$ cat config.mk
export PLATFORM = sky130hd
export DESIGN_NAME = decoder_rr_arbiter
export DESIGN_NICKNAME = d
export VERILOG_FILES = /design/src/rtl/decoder_arb_pkg.sv /design/src/rtl/decoder_rr_arbiter_dec2to4.sv /design/src/rtl/decoder_rr_arbiter.sv
export SDC_FILE = /design/constraint.sdc
export NUM_CORES = 1
export LEC_CHECK = 0
export BUFFER_PORTS_ARGS = -buffer_cell sky130_fd_sc_hd__buf_2
export CAP_MARGIN = 20
export CELL_PAD_IN_SITES_DETAIL_PLACEMENT = 0
export CELL_PAD_IN_SITES_GLOBAL_PLACEMENT = 1
export CORE_MARGIN = 3
export CORE_UTILIZATION = 46
export CTS_CLUSTER_SIZE = 25
export DETAILED_ROUTE_END_ITERATION = 16
export PLACE_DENSITY_LB_ADDON = 0.1
export SETUP_SLACK_MARGIN = 0.15
export SYNTH_ARGS = -nofsm -noshare
export SYNTH_HDL_FRONTEND = slang
export SYNTH_SLANG_ARGS = --single-unit
$ cat constraint.sdc
create_clock -name clk -period 2.68 [get_ports clk]
set_input_delay 0.402 -clock clk [delete_from_list [all_inputs] [get_ports clk]]
set_output_delay 0.402 -clock clk [all_outputs]
set_load 0.02 [all_outputs]
$ cat src/rtl/decoder_arb_pkg.sv
// Shared types and helpers for the decoder-based round-robin arbiter.
// Holds the FSM state type, sizing constants and the rotating-priority pick.
package decoder_arb_pkg;

  localparam int NUM_REQ = 4;
  localparam int IDX_W   = 2;

  typedef enum logic {
    IDLE,
    GRANT
  } state_e;

  // First set bit scanning ptr, ptr+1, ... (mod NUM_REQ)
  function automatic logic [IDX_W-1:0] next_rr(
    input logic [NUM_REQ-1:0] req,
    input logic [IDX_W-1:0]   ptr
  );
    logic [IDX_W-1:0] win;
    logic [IDX_W-1:0] idx;
    win = ptr;
    for (int i = NUM_REQ-1; i >= 0; i--) begin
      idx = ptr + IDX_W'(i);
      if (req[idx]) win = idx;
    end
    return win;
  endfunction

endpackage

$ cat src/rtl/decoder_rr_arbiter_dec2to4.sv
// 2-to-4 one-hot decoder with enable.
// Its outputs are the arbiter's grant lines.
module arb_grant_dec2to4
  import decoder_arb_pkg::*;
(
  input  logic             en,
  input  logic [IDX_W-1:0] idx,
  output logic [3:0]       y
);

  always_comb begin
    y = 4'b0000;
    unique case (1'b1)
      (en && idx == 2'd0): y = 4'b0001;
      (en && idx == 2'd1): y = 4'b0010;
      (en && idx == 2'd2): y = 4'b0100;
      (en && idx == 2'd3): y = 4'b1000;
      default:             y = 4'b0000;
    endcase
  end

endmodule

$ cat src/rtl/decoder_rr_arbiter.sv
// Four-way round-robin arbiter driving a shared 2-to-4 decoder.
// A hold-limit timer force-releases grants held for MAX_HOLD cycles.
module decoder_rr_arbiter
  import decoder_arb_pkg::*;
#(
  parameter int MAX_HOLD = 8,
  parameter int HOLD_W   = 8
) (
  input  logic         clk,
  input  logic         rst_n,
  input  logic [3:0]   req,
  output logic [3:0]   gnt,
  output logic [1:0]   gnt_idx,
  output logic         gnt_valid,
  output logic         timeout,
  output logic         busy
);

  localparam bit LIMIT = (MAX_HOLD != 0);
  localparam logic [HOLD_W-1:0] HOLD_LAST =
    HOLD_W'(LIMIT ? MAX_HOLD - 1 : 0);

  state_e            state_q, state_d;
  logic [IDX_W-1:0]  gnt_idx_q, gnt_idx_d;
  logic              gnt_valid_q, gnt_valid_d;
  logic [IDX_W-1:0]  ptr_q, ptr_d;
  logic [HOLD_W-1:0] hold_cnt_q, hold_cnt_d;
  logic              timeout_q, timeout_d;

  logic rel_norm;
  logic rel_force;

  assign rel_norm  = !req[gnt_idx_q];
  assign rel_force = LIMIT && (hold_cnt_q == HOLD_LAST);

  always_comb begin
    state_d     = state_q;
    gnt_idx_d   = gnt_idx_q;
    gnt_valid_d = gnt_valid_q;
    ptr_d       = ptr_q;
    hold_cnt_d  = hold_cnt_q;
    timeout_d   = 1'b0;
    unique case (state_q)
      IDLE: begin
        if (|req) begin
          gnt_idx_d   = next_rr(req, ptr_q);
          gnt_valid_d = 1'b1;
          hold_cnt_d  = '0;
          state_d     = GRANT;
        end
      end
      GRANT: begin
        // A voluntary drop wins over the timer in the same cycle
        if (rel_norm || rel_force) begin
          gnt_valid_d = 1'b0;
          ptr_d       = gnt_idx_q + IDX_W'(1);
          state_d     = IDLE;
          timeout_d   = !rel_norm;
        end else if (hold_cnt_q != '1) begin
          hold_cnt_d = hold_cnt_q + HOLD_W'(1);
        end
      end
    endcase
  end

  always_ff @(posedge clk or negedge rst_n) begin
    if (!rst_n) begin
      state_q     <= IDLE;
      gnt_idx_q   <= '0;
      gnt_valid_q <= 1'b0;
      ptr_q       <= '0;
      hold_cnt_q  <= '0;
      timeout_q   <= 1'b0;
    end else begin
      state_q     <= state_d;
      gnt_idx_q   <= gnt_idx_d;
      gnt_valid_q <= gnt_valid_d;
      ptr_q       <= ptr_d;
      hold_cnt_q  <= hold_cnt_d;
      timeout_q   <= timeout_d;
    end
  end

  arb_grant_dec2to4 u_dec (
    .en  (gnt_valid_q),
    .idx (gnt_idx_q),
    .y   (gnt)
  );

  assign gnt_idx   = gnt_idx_q;
  assign gnt_valid = gnt_valid_q;
  assign timeout   = timeout_q;
  assign busy      = gnt_valid_q;

endmodule

==> results.md, run 1 <==
* Clock sink count at 15
* Overall power at 1.082 mW
* Share of layout cells above drive strength 1 at 23.28%
* Clock slew seen by the registers of the worst setup and hold paths at 0.09 ns
* Post-CTS sizing at 0
* Core ar. at 2002 um2
* Root buf cell: clkbuf_4
* Fin crit period at 1.931 ns
* Max-slew headroom at 64.31%
* Internal power at 0.5953 mW
* Hold Path Class: in -> async
* Largest net degree at the start of global routing at 16
* Clock Power Share at 12.1%
* Post-synthesis mux area share at 12.52%
* DRT Pass-1 Iters at 4
* EDFF count, synth at 0
* CTS buffer count at 3
* Critical path class: reg -> reg
* Hpwl dp at 1443 um
* Commonest non-fill, non-tap cell in the layout: dfrtp_1
* Final std cells w/o fill at 143
* Drt first-iter violations at 14
* Final setup TNS at 0 ns
* Port Buffers at 14
* Placer Congestion at 0.7942
* Fin crit share at 72.05%
* R2r endpoint: hold_cnt_q[0]$_DFFE_PN0P_
* Synth Area in Compound Gates at 19.52%
* Worst reg2reg path startpoint: gnt_idx[1]$_DFFE_PN0P_
* Rows at 16
* Fillcell total at 188
* Clock tree buffer depth at 2
* Final worst slack at 0.7491 ns
* #FFs+latches synth at 15
* Full die area at 2769 um2
* Mapped cell area at 999.7 um2
* Sequential fraction of the synthesis area at 37.55%
* Comb pwr share at 51.5%
* Dpl ws at 0.6787 ns
* Total of max-cap violations at 0
* Largest family of logic cells by synthesized area: compound AO/OA/AOI/OAI gates
* GRT Resource Usage Total at 17.15%
* Crit path to: hold_cnt_q[0]$_DFFE_PN0P_
* Initial antenna violation count at 0
* Synth Area in Simple Gates at 19.15%
* Post-synth top area cell: dfrtp_1
* Net Switching at 0.4862 mW
* Hold Slack at 0.0005940 ns
* Critical path arrival at 2.11 ns
* GR Util met1 at 23.10%
* Synth Flop Type: dfrtp_1
* Final-report hold violation count at 0
* CTS tree: built
* Post-route DRC at 0
* Final setup vio count at 0
* CP startpoint: gnt_idx[1]$_DFFE_PN0P_
* Setup slack, reg-to-reg at 0.75 ns
* Postcts setup bufs at 0
* Avg Inst Size Synth at 9.898 um2
* Cts hold-fix bufs at 0
* Synth top area cells: dfrtp_1 38%, ha_1 6.3%, mux2i_1 4.0%
* CP Data Required Time at 2.86 ns
* Met2 usage at 25.62%
* Status: completed
* Pwr dens at 972.3 nW/um2
* Synth unique cells at 38
* CP Max Fanout at 7
* Die Ht at 52.62 um
* First-pass GRT wire length at 3429 um
* Worst reg-to-reg path cell count at 4
* Final WL at 2016 um
* Skew-Pair Late Insertion Delay at 0.29 ns
* Slew Viols, Final at 0
* Static leakage at 0.5251 nW
* DR WL/cell at 14.10 um
* Vias in the first global route at 745
* Most crowded layer after global routing: met2
* Startpoint types: flop
* IO Count at 15
* Via Count at 830
* Synth warn at 0
* Most frequent cells in the layout: 15 x dfrtp_1, 14 x buf_2, 10 x nand2_1, 8 x nor2_1, 6 x inv_1
* Via density at 5.804
* Antenna-violating nets left at 0
* CP Capture Type: flop
* Async set-reset flop share out of synthesis at 100.0%
* Diode count at 0
* GRT met3 Usage at 5.983%
* Depth of the CTS H-tree at 1
* Width of the die at 52.62 um
* Final #Nets at 128
* Sequential share of power at 36.4%
* Fmax at 0.5179 GHz
* Post-synth top area share at 37.55%
* Initial Utilization at 49.94%
* Syn Nets at 112
* Synth Instances at 101
* Worst-margin pin slew at 0.5353 ns
* Sw Share at 44.95%
* Total global routing overflow at 0
* Final Skew at 0.004521 ns
* Area share of fa/ha/maj cells after synthesis at 6.258%
* Placed Cells at 139
* Post-Synth XOR/XNOR Area at 0.8761%
* Area grow syn2layout at 11.26%
* Unrepaired setup endpoints after global routing: no
* Worst IR Drop VDD at 0.5147 mV
## area by class of cell
| class | instances | area [um2] | share of cell area (%) |
|---|---|---|---|
| clock buffer | 3 | 22.52 | 2.025 |
| clock inverter | 1 | 5.005 | 0.4499 |
| inverter | 6 | 22.52 | 2.025 |
| multi-input combinational | 77 | 583.1 | 52.42 |
| sequential | 15 | 375.4 | 33.75 |
| tap | 27 | 33.78 | 3.037 |
| timing repair buffer | 14 | 70.07 | 6.299 |
## flip-flops by register name, indices dropped and copies added (netlist names)
register and flops:
hold_cnt_q 8, busy 1, gnt_idx 2, ptr_q 2, timeout 1, state_q 1
## how the worst min path moves through the flow
stage / start / endpoint / slack (ns) / cells past startpoint
6_report: rst_n / ptr_q[0]$_DFFE_PN0P_ / 0.0006 / 1
5_1_grt: rst_n / ptr_q[0]$_DFFE_PN0P_ / 0.01 / 1
4_1_cts: rst_n / ptr_q[0]$_DFFE_PN0P_ / 0.003 / 1
3_5_place_dp: rst_n / ptr_q[0]$_DFFE_PN0P_ / 0.33 / 1
3_3_place_gp: rst_n / busy$_DFFE_PN0P_ / 0.32 / 1
2_1_floorplan: rst_n / busy$_DFFE_PN0P_ / 0.11 / 0
## power by group through the flow
stage	Combinational [mW]	Sequential [mW]	Clock [mW]
after global placement	0.554	0.395	0
after detailed placement	0.559	0.398	0
after floorplan	0.436	0.386	0
after global routing	0.626	0.411	0.149
after CTS	0.561	0.394	0.138
final	0.557	0.394	0.130
## critical path: stages (launching register included)
cell and delay (ns):
dfrtp_1 0.47, mux4_2 0.60, mux2i_2 0.37, a21oi_2 0.09, mux2_4 0.31
## routing by layer
layer,routed length (um),vias up
li1,-,401
met1,976,406
met2,897,21
met3,123,2
met4,18,0
met5,0,-
## synth_stat cells, types with 2 or more instances
library cell / n
dfrtp_1: 15
and2_1: 5
nand2_1: 10
o211a_1: 2
o31ai_1: 2
o21ai_0: 4
nand4_1: 2
buf_4: 2
nand2b_1: 3
a21oi_1: 4
nor2_1: 8
or4_1: 2
nor2b_1: 2
mux2i_1: 4
and3_1: 2
inv_1: 6
ha_1: 5
mux2_2: 3
## cell families after synthesis
| group | after synthesis |
|---|---|
| AND/OR/NAND/NOR | 37 |
| AO/OA/AOI/OAI | 24 |
| flip-flops | 15 |
| multiplexers | 10 |
| buffers and inverters | 9 |
| adder cells (fa/ha/maj) | 5 |
| XOR/XNOR | 1 |
## stage by stage
| step | utilization, % | instance area (um2) |
|---|---|---|
| after floorplan | - | 999.7 |
| after global placement | 54.19 | 1085 |
| after detailed placement | 54.19 | 1085 |
| after CTS | 55.56 | 1112 |
| after global routing | 55.56 | 1112 |
| final | 55.56 | 1112 |
(Power assumes the default switching activity.)
==> inputs of run 2 (changes only) <==
--- a/config.mk
+++ b/config.mk
@@ -10,7 +10,7 @@
 export CELL_PAD_IN_SITES_DETAIL_PLACEMENT = 0
 export CELL_PAD_IN_SITES_GLOBAL_PLACEMENT = 1
 export CORE_MARGIN = 3
-export CORE_UTILIZATION = 46
+export CORE_UTILIZATION = 42
 export CTS_CLUSTER_SIZE = 25
 export DETAILED_ROUTE_END_ITERATION = 16
 export PLACE_DENSITY_LB_ADDON = 0.1
==> constraint.sdc (replaced) <==
create_clock -name clk -period 1.8 [get_ports clk]
set_input_delay 0.27 -clock clk [delete_from_list [all_inputs] [get_ports clk]]
set_output_delay 0.27 -clock clk [all_outputs]
set_load 0.02 [all_outputs]
==> results.md, run 2 (same netlist as run 1, synthesis figures left out) <==
* Status: completed
* Hold Path Class: in -> reg
* Startpoint types: flop
* Static leakage at 0.6111 nW
* Diode count at 0
* Via Count at 886
* Clock tree buffer depth at 2
* Fin crit share at 96.98%
* CP Capture Type: flop
* Slew Viols, Final at 0
* Port Buffers at 14
* Vias in the first global route at 773
* Worst-margin pin slew at 0.6200 ns
* Final std cells w/o fill at 160
* Antenna-violating nets left at 0
* Final Util at 58.38%
* Via density at 5.538
* Placed Cells at 151
* Most frequent cells in the layout: 14 x dfrtp_1, 12 x buf_2, 11 x buf_4, 10 x nand2_1, 8 x nor2_1
* Rows at 17
* Pwr dens at 1486 nW/um2
* Post-route DRC at 0
* Worst reg2reg path startpoint: hold_cnt_q[3]$_DFFE_PN0P_
* Max FFs per register at 8
* Root buf cell: clkbuf_4
* Total global routing overflow at 0
* Clock slew seen by the registers of the worst setup and hold paths at 0.09 ns
* Most crowded layer after global routing: met1
* CTS tree: built
* R2r endpoint: hold_cnt_q[7]$_DFFE_PN0P_
* Final setup vio count at 0
* Clock sink count at 15
* Setup slack, reg-to-reg at 0.05 ns
* Skew-Pair Late Insertion Delay at 0.28 ns
* Share of layout cells above drive strength 1 at 37.12%
* DRT Pass-1 Iters at 4
* Worst reg-to-reg path cell count at 4
* Initial Utilization at 44.76%
* Met2 usage at 23.03%
* GRT Resource Usage Total at 17.23%
* Largest net degree at the start of global routing at 16
* Initial antenna violation count at 0
* GRT met3 Usage at 3.542%
* Drt first-iter violations at 21
* Final #Nets at 144
* Fin crit period at 1.746 ns
* Fmax at 0.5729 GHz
* Hpwl dp at 1718 um
* Depth of the CTS H-tree at 1
* Full die area at 3001 um2
* Critical path arrival at 1.92 ns
* DR WL/cell at 14.93 um
* Unrepaired setup endpoints after global routing: yes
* First-pass GRT wire length at 3567 um
* Final WL at 2388 um
* IO Count at 15
* Core ar. at 2233 um2
* Worst IR Drop VDD at 0.8348 mV
* GR Util met1 at 25.50%
* Crit path to: hold_cnt_q[7]$_DFFE_PN0P_
* Overall power at 1.937 mW
* Die Ht at 54.79 um
* Register with the most flip-flops: hold_cnt_q
* Area grow syn2layout at 30.41%
* CP Data Required Time at 1.98 ns
* Width of the die at 54.79 um
* Placer Congestion at 0.8294
* CP startpoint: hold_cnt_q[3]$_DFFE_PN0P_
* CTS buffer count at 3
* Final Skew at 0.002190 ns
* Max-slew headroom at 58.67%
* Final-report hold violation count at 0
* Commonest non-fill, non-tap cell in the layout: dfrtp_1
* Total of max-cap violations at 0
* CP Max Fanout at 4
* Critical path class: reg -> reg
## run 2: worst min path at each step
stage / end / cells after the start / startpoint / slack (ns)
floorplan: busy$_DFFE_PN0P_ / 0 / rst_n / -0.03
global placement: busy$_DFFE_PN0P_ / 1 / rst_n / 0.20
detailed placement: ptr_q[1]$_DFFE_PN0P_ / 1 / rst_n / 0.20
CTS: gnt_idx[1]$_DFFE_PN0P_ / 3 / req[1] / 0.30
global route: gnt_idx[1]$_DFFE_PN0P_ / 3 / req[1] / 0.32
finish: gnt_idx[1]$_DFFE_PN0P_ / 3 / req[1] / 0.31
## run 2: stage by stage
step / setup TNS [ns] / worst slack [ns] / instance area [um2] / hold slack [ns]
after global routing: -0.02572 / -0.01783 / 1304 / 0.3244
after global placement: 0 / 0.08978 / 1179 / 0.1969
after detailed placement: 0 / 0.06537 / 1179 / 0.2027
after floorplan: 0 / 0.01843 / 1010 / -0.02559
final: 0 / 0.05437 / 1304 / 0.3116
after CTS: 0 / 0.06483 / 1241 / 0.3003
## run 2: cell type report
cell class                 instances  area [um2]
multi-input combinational         77       623.1
clock buffer                       4       26.28
sequential                        15       376.6
fill                             194       929.6
tap                               28       35.03
timing repair buffer              30       220.2
inverter                           6       22.52
## run 2: repair_timing
item,4_1_cts,5_1_grt
pin swaps,3,4
gates resized for setup,1,15
hold endpoints to repair,15,0
endpoints found under the setup margin,8,13
buffers inserted,3,1
hold buffers,1,0
## run 2: report_power, final
group,total [mW],internal (mW),switching [mW]
combinational,1.18,0.588,0.595
clock,0.196,0.0861,0.110
sequential,0.558,0.441,0.117
total,1.94,1.12,0.822
## run 2: worst max-delay path: stages (launching register included)
cell and delay, ns:
dfrtp_1 0.38, or4_4 0.57, o32a_1 0.33, o211a_1 0.24, mux2i_1 0.11
## run 2: metal layers
metal  share of wire, %  up-vias  wire, um
met3                5.2        4       123
met2                 45       26      1078
met4                1.5        0        37
met5                  0        -         0
li1                   -      434         -
met1                 48      422      1148
==> inputs of run 3 (changes only) <==
--- a/config.mk
+++ b/config.mk
@@ -14,7 +14,7 @@
 export CTS_CLUSTER_SIZE = 25
 export DETAILED_ROUTE_END_ITERATION = 16
 export PLACE_DENSITY_LB_ADDON = 0.1
-export SETUP_SLACK_MARGIN = 0.15
+export SETUP_SLACK_MARGIN = 0.02
 export SYNTH_ARGS = -nofsm -noshare
 export SYNTH_HDL_FRONTEND = slang
 export SYNTH_SLANG_ARGS = --single-unit
==> results.md, run 3 (same netlist as run 1, synthesis figures left out) <==
* Max FFs per register at 8
* Antenna-violating nets left at 0
* Register with the most flip-flops: hold_cnt_q
* IO Count at 15
* Full die area at 3001 um2
* Max-slew headroom at 75.10%
* Clock slew seen by the registers of the worst setup and hold paths at 0.09 ns
* First-pass GRT wire length at 3767 um
* Drt first-iter violations at 23
* Pwr dens at 1455 nW/um2
* Root buf cell: clkbuf_4
* Port Buffers at 14
* Final Util at 56.13%
* Critical path arrival at 1.94 ns
* Met2 routed WL at 1137 um
* Placed Cells at 154
* Depth of the CTS H-tree at 1
* Placer Congestion at 0.8446
* Status: completed
* Skew-Pair Late Insertion Delay at 0.28 ns
* Final setup TNS at 0 ns
* Static leakage at 0.6038 nW
* Post-route DRC at 0
* Final setup vio count at 0
* DR WL/cell at 14.56 um
* Largest net degree at the start of global routing at 16
* DR top layer: met3
* Sequential share of power at 29.9%
* Via density at 5.625
* Hold Path Class: in -> reg
* M1 wire length at 1069 um
* CP Data Required Time at 1.97 ns
* Final #Nets at 144
* Total global routing overflow at 0
* Fmax at 0.5646 GHz
* CP Max Fanout at 4
* Comb pwr share at 59.8%
* Fin crit share at 98.40%
* CP Capture Type: flop
* Startpoint types: flop
* Share of layout cells above drive strength 1 at 32.58%
* Clock Power Share at 10.3%
* Diode count at 0
* DRT Pass-1 Iters at 4
* Fin crit period at 1.771 ns
* Initial antenna violation count at 0
* Hpwl dp at 1825 um
* Vias in the first global route at 829
* Final Skew at 0.003888 ns
* Worst-margin pin slew at 0.3713 ns
* Clock sink count at 15
* Width of the die at 54.79 um
* Final WL at 2330 um
* Worst IR Drop VDD at 0.7406 mV
* Final-report hold violation count at 0
* Total of max-cap violations at 0
* CTS tree: built
* Area grow syn2layout at 25.41%
* Final std cells w/o fill at 160
* Most frequent cells in the layout: 14 x dfrtp_1, 14 x buf_2, 14 x buf_4, 10 x nand2_1, 8 x nor2_1
* Rows at 17
* Internal power at 1.048 mW
* Clock tree buffer depth at 2
* Sw Share at 42.54%
* Die Ht at 54.79 um
* CTS buffer count at 3
* Slew Viols, Final at 0
* Critical path class: reg -> reg
* Initial Utilization at 44.76%
* Via Count at 900
* GRT Resource Usage Total at 17.76%
* Net Switching at 0.7762 mW
* Unrepaired setup endpoints after global routing: yes
* WL met3 at 123 um
* Core ar. at 2233 um2
[run 3: cell types whose count changed in the layout (fill, tap and decap cells not counted), moves of 2 or more]
cell / delta
buf_4: +3
and2_4: -2
buf_2: +2
buf_6: -5
and2_1: +2
[run 3: layout make-up]
class | instances | area, um2
fill | 213 | 979.7
tap | 28 | 35.03
timing repair buffer | 30 | 196.4
multi-input combinational | 77 | 596.8
inverter | 6 | 22.52
clock buffer | 4 | 26.28
sequential | 15 | 376.6
[run 3: timing repair]
action / in CTS / in global routing
setup endpoints to repair: 1 / 8
buffers inserted: 0 / 1
resized for setup: 1 / 1
hold buffers: 1 / 0
endpoints found under the hold margin: 15 / 0
pin swaps: 0 / 3
[run 3: per-layer routing]
metal  up-vias  global-route usage, %
li1        430                      -
met1       438                  24.45
met2        32                  27.76
met3         0                  5.722
met4         0                  2.075
met5         -                      0
[run 3: per-stage QoR]
step | worst slack, ns | hold WS, ns | cell area (um2) | total power, mW
2_1_floorplan | 0.01808 | -0.02559 | 1010 | 1.247
3_3_place_gp | 0.04267 | 0.1954 | 1201 | 1.578
3_5_place_dp | 0.007953 | 0.1979 | 1201 | 1.608
4_1_cts | 0.03634 | 0.3094 | 1242 | 1.807
5_1_grt | -0.03039 | 0.3402 | 1254 | 1.982
6_report | 0.02880 | 0.3162 | 1254 | 1.825
[run 3: worst paths after layout]
path,from,end,slack [ns],cells after the start
setup / recovery,hold_cnt_q[6]$_DFFE_PN0P_,hold_cnt_q[0]$_DFFE_PN0P_,0.03,4
hold / removal,req[1],gnt_idx[1]$_DFFE_PN0P_,0.32,3
setup reg to reg,hold_cnt_q[6]$_DFFE_PN0P_,hold_cnt_q[0]$_DFFE_PN0P_,0.03,4
hold reg to reg,hold_cnt_q[1]$_DFFE_PN0P_,hold_cnt_q[1]$_DFFE_PN0P_,0.56,2
max in group asynchronous,rst_n,gnt_idx[1]$_DFFE_PN0P_,1.10,2
min in group asynchronous,rst_n,gnt_idx[1]$_DFFE_PN0P_,0.43,2
[run 3: power groups by stage]
| stage | registers [mW] | clock network, mW | logic, mW |
|---|---|---|---|
| 2_1_floorplan | 0.578 | 0 | 0.669 |
| 3_3_place_gp | 0.550 | 0 | 1.03 |
| 3_5_place_dp | 0.552 | 0 | 1.06 |
| 4_1_cts | 0.545 | 0.194 | 1.07 |
| 5_1_grt | 0.560 | 0.207 | 1.22 |
| 6_report | 0.546 | 0.188 | 1.09 |
[run 3: critical path, stage by stage (launching register included)]
cell	delay [ns]
dfrtp_1	0.39
or4_4	0.59
o32ai_4	0.27
a21oi_2	0.11
mux2_4	0.30
